<file path="src/rtl/flag_pkg.sv">
// Shared definitions for the NZCV flag producer and the condition-check logic.
package flag_pkg;

  localparam int unsigned FLAGS_W = 4;
  localparam int unsigned OPC_W   = 2;

  // Operation class encodings
  localparam logic [OPC_W-1:0] OP_ARITH = 2'b00;
  localparam logic [OPC_W-1:0] OP_LOGIC = 2'b01;
  localparam logic [OPC_W-1:0] OP_MUL   = 2'b10;
  localparam logic [OPC_W-1:0] OP_CMP   = 2'b11;

  // Bit positions inside the packed {C,N,V,Z} word
  localparam int unsigned FLAG_C = 3;
  localparam int unsigned FLAG_N = 2;
  localparam int unsigned FLAG_V = 1;
  localparam int unsigned FLAG_Z = 0;

  // Condition codes evaluated by the condition-check block
  localparam logic [3:0] COND_EQ = 4'h0;
  localparam logic [3:0] COND_NE = 4'h1;
  localparam logic [3:0] COND_CS = 4'h2;
  localparam logic [3:0] COND_CC = 4'h3;
  localparam logic [3:0] COND_MI = 4'h4;
  localparam logic [3:0] COND_PL = 4'h5;
  localparam logic [3:0] COND_VS = 4'h6;
  localparam logic [3:0] COND_VC = 4'h7;
  localparam logic [3:0] COND_HI = 4'h8;
  localparam logic [3:0] COND_LS = 4'h9;
  localparam logic [3:0] COND_GE = 4'hA;
  localparam logic [3:0] COND_LT = 4'hB;
  localparam logic [3:0] COND_GT = 4'hC;
  localparam logic [3:0] COND_LE = 4'hD;
  localparam logic [3:0] COND_AL = 4'hE;

  // Packed flag word, field order matches FLAG_* indices
  typedef struct packed {
    logic c;
    logic n;
    logic v;
    logic z;
  } flags_t;

  // Shadow-copy state
  typedef enum logic {
    ST_NORMAL = 1'b0,
    ST_SAVED  = 1'b1
  } state_t;

  // Assemble a flag word from individual bits
  function automatic flags_t pack_flags(input logic c, input logic n,
                                        input logic v, input logic z);
    flags_t f;
    f.c = c;
    f.n = n;
    f.v = v;
    f.z = z;
    return f;
  endfunction

endpackage

</file>
<file path="src/rtl/flag_compute.sv">
// Combinational NZCV derivation from an ALU/shifter result.
module flag_compute
  import flag_pkg::*;
#(
  parameter int unsigned DATA_W = 32
) (
  input  logic [DATA_W-1:0] result,
  input  logic              alu_carry,
  input  logic              alu_overflow,
  input  logic              shifter_carry,
  input  logic [OPC_W-1:0]  op_class,
  input  logic              prev_c,
  input  logic              prev_v,
  output flags_t            flags_c
);

  // N/Z always from the result; C/V source depends on the operation class
  always_comb begin
    flags_c.n = result[DATA_W-1];
    flags_c.z = (result == '0);
    flags_c.c = prev_c;
    flags_c.v = prev_v;
    case (op_class)
      OP_ARITH, OP_CMP: begin
        flags_c.c = alu_carry;
        flags_c.v = alu_overflow;
      end
      OP_LOGIC: flags_c.c = shifter_carry;
      default: ;
    endcase
  end

endmodule

</file>
<file path="src/rtl/flag_register_unit.sv">
// Architectural NZCV flag register with MSR writes and a one-deep exception
// shadow copy. Optional macro FLAG_FORWARD_EN adds a combinational FlagsNext
// output exposing the value Flags will take at the next edge.
module flag_register_unit
  import flag_pkg::*;
#(
  parameter int unsigned        DATA_W      = 32,
  parameter logic [FLAGS_W-1:0] RESET_FLAGS = 4'b0000
) (
  input  logic               Clk,
  input  logic               Reset,
  input  logic               AluValid,
  input  logic [DATA_W-1:0]  AluResult,
  input  logic               AluCarry,
  input  logic               AluOverflow,
  input  logic               ShifterCarry,
  input  logic [OPC_W-1:0]   OpClass,
  input  logic               SetFlags,
  input  logic               CondPass,
  input  logic               MsrWrite,
  input  logic [FLAGS_W-1:0] MsrData,
  input  logic               ExcEntry,
  input  logic               ExcReturn,
  output logic [FLAGS_W-1:0] Flags,
  output logic               SavedValid,
`ifdef FLAG_FORWARD_EN
  output logic               UpdateErr,
  output logic [FLAGS_W-1:0] FlagsNext
`else
  output logic               UpdateErr
`endif
);

  state_t               state_q, state_d;
  logic [FLAGS_W-1:0]   saved_q, saved_d;
  logic [FLAGS_W-1:0]   flags_d;
  logic                 err_d;
  logic                 alu_update;
  flags_t               alu_flags;

  flag_compute #(.DATA_W(DATA_W)) u_compute (
    .result        (AluResult),
    .alu_carry     (AluCarry),
    .alu_overflow  (AluOverflow),
    .shifter_carry (ShifterCarry),
    .op_class      (OpClass),
    .prev_c        (Flags[FLAG_C]),
    .prev_v        (Flags[FLAG_V]),
    .flags_c       (alu_flags)
  );

  assign alu_update = AluValid & SetFlags & CondPass;

  // Next-state and update priority: return > MSR > ALU; entry saves pre-edge flags
  always_comb begin
    state_d = state_q;
    flags_d = Flags;
    saved_d = saved_q;
    err_d   = UpdateErr;
    if (ExcReturn) begin
      if (state_q == ST_SAVED) begin
        flags_d = saved_q;
        state_d = ST_NORMAL;
      end else begin
        err_d = 1'b1;
      end
    end else if (MsrWrite) begin
      flags_d = MsrData;
    end else if (alu_update) begin
      flags_d = alu_flags;
    end
    if (ExcEntry) begin
      saved_d = Flags;
      state_d = ST_SAVED;
    end
  end

  // State, flag, shadow and sticky-error registers
  always_ff @(posedge Clk or posedge Reset) begin
    if (Reset) begin
      state_q   <= ST_NORMAL;
      Flags     <= RESET_FLAGS;
      saved_q   <= RESET_FLAGS;
      UpdateErr <= 1'b0;
    end else begin
      state_q   <= state_d;
      Flags     <= flags_d;
      saved_q   <= saved_d;
      UpdateErr <= err_d;
    end
  end

  assign SavedValid = (state_q == ST_SAVED);

`ifdef FLAG_FORWARD_EN
  assign FlagsNext = flags_d;
`endif

endmodule

</file>
<file path="config.mk">
export PLATFORM = sky130hd
export DESIGN_NAME = flag_register_unit
export DESIGN_NICKNAME = d
export VERILOG_FILES = /design/src/rtl/flag_pkg.sv /design/src/rtl/flag_compute.sv /design/src/rtl/flag_register_unit.sv
export SDC_FILE = /design/constraint.sdc
export NUM_CORES = 1
export LEC_CHECK = 0
export CAP_MARGIN = 20
export CORE_ASPECT_RATIO = 0.75
export CORE_UTILIZATION = 31
export DETAILED_ROUTE_END_ITERATION = 12
export PLACE_DENSITY = 0.75
export SYNTH_ARGS = -nofsm -noshare
export SYNTH_HDL_FRONTEND = slang
export SYNTH_SLANG_ARGS = --single-unit
</file>
<file path="constraint.sdc">
create_clock -name Clk -period 1.35 [get_ports Clk]
set_input_delay 0.2025 -clock Clk [delete_from_list [all_inputs] [get_ports Clk]]
set_output_delay 0.2025 -clock Clk [all_outputs]
set_load 0.01 [all_outputs]
</file>
Yosys cells after proc, flatten, opt, wreduce, memory -nomap -nowiden. Cells that the tools add are included. W data, S select, Z words.

Multiplexer cells: 8. Equality and inequality tests: 3. Shift-type cells: 0. Multipliers: 0. Add/sub/neg operators: 0. Div/mod/pow operators: 0. Reduce and logical (&&, ||, !) cells: 11. Bitwise logic cells: 3. $lt $le $gt $ge: 0.

Operators by type and width (number): $logic_not A32 Y1 (1); $mux W4 (4); $reduce_and A3 Y1 (2); $reduce_bool A3 Y1 (2); $reduce_and A2 Y1 (2); $reduce_bool A4 Y1 (1); $mux W1 (3); $and A1 B1 Y1 (2); $eq A2 B1 Y1 const B (1); $eq A2 B2 Y1 const B (1); $logic_not A2 Y1 (1); $ne A2 B1 Y1 const B (1); $pmux W1 S2 (1); $reduce_bool A2 Y1 (1); $reduce_or A2 Y1 (1); $not A1 Y1 (1).

Input port bits: 49. Output and inout bits: 6. Logic and storage cells: 31. Bits in writable memories: 0. Memory bits (read-only): 0. Memories kept: 0. Flip-flop bits (word level): 10. Bits in latches: 0.

Logic depth before layout (Yosys ltp).
Word-level depth: 6. Depth in mapped cells: 6. Gate-level depth less buffers: 6.

Hierarchy. From an unflattened synthesis, not the netlist that was laid out.

Cell total of the unflattened synthesis: 58. Area total of the unflattened synthesis: 618.1 sq um.

Modules (own cells, without submodules): flag_register_unit (times used 1, area each 478.0 sq um, cells an instance 38); flag_compute (times used 1, area each 140.1 sq um, cells an instance 20).

Worst setup path after synthesis. OpenSTA, ideal clock, no wires.

Path type: register to register. Start point: reg state_q (netlist: SavedValid). End point: reg Flags[1]. Stages on the path, launching flop included: 5. Library setup time: 125 ps. Slack: 99 ps. Required time: 1225 ps. Arrival time: 1126 ps. Clock period less this slack: 1251 ps. Path through: dfrtp_1 > nand2b_2 > a21boi_4 > o31ai_2 > mux2_4.

Cells in the longest elaborated chain, start to end: 2.

Ends and longest elaborated chain: start: declaration (RTL line flag_register_unit.sv:34) `state_t state_q, state_d;`; start signal: assignment (RTL line flag_register_unit.sv:86) `state_q <= state_d;`; $ne A2 B1 Y1 (no line); $reduce_and A3 Y1 (no line); end signal: assignment (RTL line flag_register_unit.sv:87) `Flags <= flags_d;`; end: declaration (RTL line flag_register_unit.sv:24) `output logic [FLAGS_W-1:0] Flags,`.

Every way passes these cells. A chain may end at the register's enable or synchronous reset.

Final worst setup path.
Start point: in CondPass. End point: reg Flags[1].

Cells in the longest elaborated chain, start to end: 3.

Ends and longest elaborated chain: start: declaration (RTL line flag_register_unit.sv:19) `input logic CondPass,`; $and A1 B1 Y1 (RTL line flag_register_unit.sv:52) `assign alu_update = AluValid & SetFlags & CondPass;`; $reduce_bool A3 Y1 (no line); $reduce_and A3 Y1 (no line).

Every way passes these cells.

==> results.py <==
metrics = {
    "run_status": {
        "outcome": "complete, no violations",
    },
    "placed_design": {
        "dp_slack_ns": -0.361,
        "post_dp_cell_area_um2": 1230,
        "hpwl_um": 1710,
        "routabilityCongestion": 0.729,
        "placement.io_buffers": 54,
        "dp.cells": 142,
    },
    "sta": {
        "hold_violations": 0,
        "period_needed_ns": 1.24,
        "drv_slew": 0,
        "worst_slack_ns": 0.106,
        "fin_crit_sh_pct": 92.1,
        "setup_viol": 0,
        "clock.fmax_mhz": 804,
        "rsz0062_at_grt": "false",
        "tns_ns": 0,
        "skew_ns": 0.00207,
        "worst_slew_pin_slew_ns": 0.392,
        "relSlewSlack_pct": 73.9,
    },
    "route": {
        "via_count": 706,
        "final_antenna_net_count": 0,
        "initialDrtViolationCount": 16,
        "dr.pass1.iters": 4,
        "drcViolationCount": 0,
        "routedWlPerCell_um": 14.0,
        "drt-total-wl_um": 2040,
        "avgViaCountPerCell": 4.84,
    },
    "worst_hold_path": {
        "hold_path.class": "in2async",
    },
    "synthesis": {
        "avgSynthCellArea_um2": 10.3,
        "ys_seq_elements": 10,
        "yosysSeqAreaShare_pct": 38.4,
        "synth_area_um2": 652,
        "synth_cell_types": 27,
        "ys_warn_count": 0,
        "synth_nets": 114,
        "synth_cells": 63,
    },
    "layout": {
        "diodes": 0,
        "instances_no_fill": 146,
        "most-common-layout-cells": "clkdlybuf4s50_1, dfrtp_1, buf_4",
        "area_growth_pct": 95.8,
        "mostFrequentLayoutCell": "clkdlybuf4s50_1",
        "stdcell_area_um2": 1280,
        "layout-drive-gt1-share_pct": 18.5,
        "nets": 176,
    },
    "cts": {
        "path_clk_slew_ns": 0.06,
        "cts_hold_buf": 0,
        "numClockSinks": 10,
        "cts_tree": "yes",
        "cts_buffers": 3,
        "htree_levels": 1,
        "cts_setup_buffers": 0,
        "insertion_delay_ns": 0.26,
        "clock_path_buffers": 2,
        "cts-root-buf": "clkbuf_4",
    },
    "grt": {
        "grt_max_degree": 11,
        "first_global_vias": 798,
        "gr-total-overflow": 0,
        "grt_pass1_wl_um": 3440,
        "grt_usage_pct": 21.8,
        "antenna_found_initial": 0,
    },
    "worst_setup_path": {
        "r2r-end": "Flags[1]",
        "critPathLaunchType": "primary input",
        "crit_path_end": "Flags[1]",
        "cp_slowest_cell": "clkdlybuf4s50_1",
        "cp-startpoint": "CondPass",
        "setup.worst_path.class": "in2reg",
        "rr_worst_depth": 4,
        "end_kind": "flop",
        "regToRegStartpoint": "SavedValid",
        "slowest_delay_ns": 0.46,
        "worstPathCellList": "clkdlybuf4s50_1, nand3_1, a21boi_4, o31ai_2, mux2_4",
        "reg2reg_slack_ns": 0.11,
        "critPathMaxFanout": 3,
        "worst_ep_arrival_time_ns": 1.39,
        "cp.required_ns": 1.50,
    },
    "die": {
        "row_count": 13,
        "ios": 55,
        "die_width_um": 55.0,
        "dieArea_um2": 2290,
        "initial_core_util_pct": 35.2,
        "die_y_um": 41.7,
        "core-area_um2": 1850,
    },
    "pwr": {
        "vdd_drop_max_mv": 0.638,
        "leakage_uw": 0.000568,
        "cellPowerDensity_nw_per_um2": 800,
    },
    "run": {
        "max_cap_violations": 0,
    },
}
## critical path, delay by kind of cell
kind / cells / cell delay, ns
AND/OR/NAND/NOR: 1 / 0.12
multiplexers: 1 / 0.30
AO/OA/AOI/OAI: 2 / 0.32
buffers and inverters: 1 / 0.46
## cell type report
| type | count | area (µm²) |
|---|---|---|
| Timing Repair Buffer | 61 | 596 |
| Fill cell | 156 | 578 |
| Multi-Input combinational cell | 45 | 352 |
| Sequential cell | 10 | 250 |
| Clock buffer | 4 | 36.3 |
| Tap cell | 22 | 27.5 |
| Inverter | 4 | 15.0 |
## worst min path at each step
stage	from	endpoint	slack [ns]	depth (start not counted)
detailed placement	UpdateErr	UpdateErr	0.45	1
global placement	UpdateErr	UpdateErr	0.45	1
finish	Reset	Flags[3]	0.22	2
global route	Reset	Flags[2]	0.24	2
floorplan	Reset	Flags[0]	0.04	1
CTS	Reset	SavedValid	0.22	2
## synth_stat cells
| master | count | area [µm²] |
|---|---|---|
| a31oi_1 | 2 | 12.5 |
| ha_1 | 2 | 25.0 |
| nand2b_1 | 1 | 6.26 |
| nand3_1 | 1 | 5.00 |
| nor4_1 | 6 | 37.5 |
| buf_4 | 2 | 15.0 |
| or2_2 | 1 | 6.26 |
| mux2i_1 | 4 | 40.0 |
| nor4_2 | 1 | 12.5 |
| mux2_4 | 1 | 15.0 |
| and4_1 | 1 | 8.76 |
| inv_1 | 4 | 15.0 |
| mux2_2 | 5 | 56.3 |
| buf_6 | 2 | 22.5 |
| nand2_1 | 4 | 15.0 |
| and3_1 | 1 | 6.26 |
| nor2_1 | 2 | 7.51 |
| a21boi_4 | 1 | 18.8 |
| o21ai_0 | 3 | 15.0 |
| nand4_1 | 1 | 6.26 |
| o31ai_2 | 1 | 12.5 |
| a21o_1 | 1 | 7.51 |
| dfrtp_1 | 10 | 250 |
| a21oi_1 | 2 | 10.0 |
| nor3_1 | 2 | 10.0 |
| nor2b_1 | 1 | 6.26 |
| nand2b_2 | 1 | 8.76 |
## flip-flops by register name (all words and copies together) (netlist names)
| signal | cells |
|---|---|
| UpdateErr | 1 |
| saved_q | 4 |
| SavedValid | 1 |
| Flags | 4 |
## routing by layer
layer / vias up / part of all wire, % / GRT usage [%] / routed length, µm
li1: 350 / - / - / -
met1: 321 / 37 / 21.9 / 753
met5: - / 0 / 0 / 0
met4: 0 / 3.1 / 10.0 / 64
met3: 8 / 7.0 / 9.16 / 144
met2: 27 / 53 / 37.6 / 1080
## what timing repair did
action | CTS | global route
pin swaps | 1 | 2
gates resized for setup | 7 | 5
endpoints found under the setup margin | 7 | 4
## where the power goes
part | internal (µW) | leakage [µW] | switching [µW] | total [µW]
sequential | 362 | 0.000114 | 39.9 | 401
clock | 164 | 0.0000210 | 99.2 | 263
combinational | 241 | 0.000433 | 116 | 357
total | 766 | 0.000568 | 255 | 1020
## logic make-up (layout without fill, tap and decap cells)
group,count (synthesis),count (layout),synth area share [%]
buf+inv,8,69,8.06
fa+ha+maj,2,2,3.84
simple gates,23,23,20.9
flops,10,10,38.4
compound gates,10,10,11.7
mux,10,10,17.1
## through the flow
stage          hold slack [ns]  total power, µW  util, %
5_1_grt                  0.240             1100     68.8
4_1_cts                  0.223             1040     68.2
3_5_place_dp             0.451              784     66.6
2_1_floorplan           0.0427              562        -
3_3_place_gp             0.450              773     66.6
6_report                 0.224             1020     68.8
No activity file was read; power rests on OpenSTA's default activity.
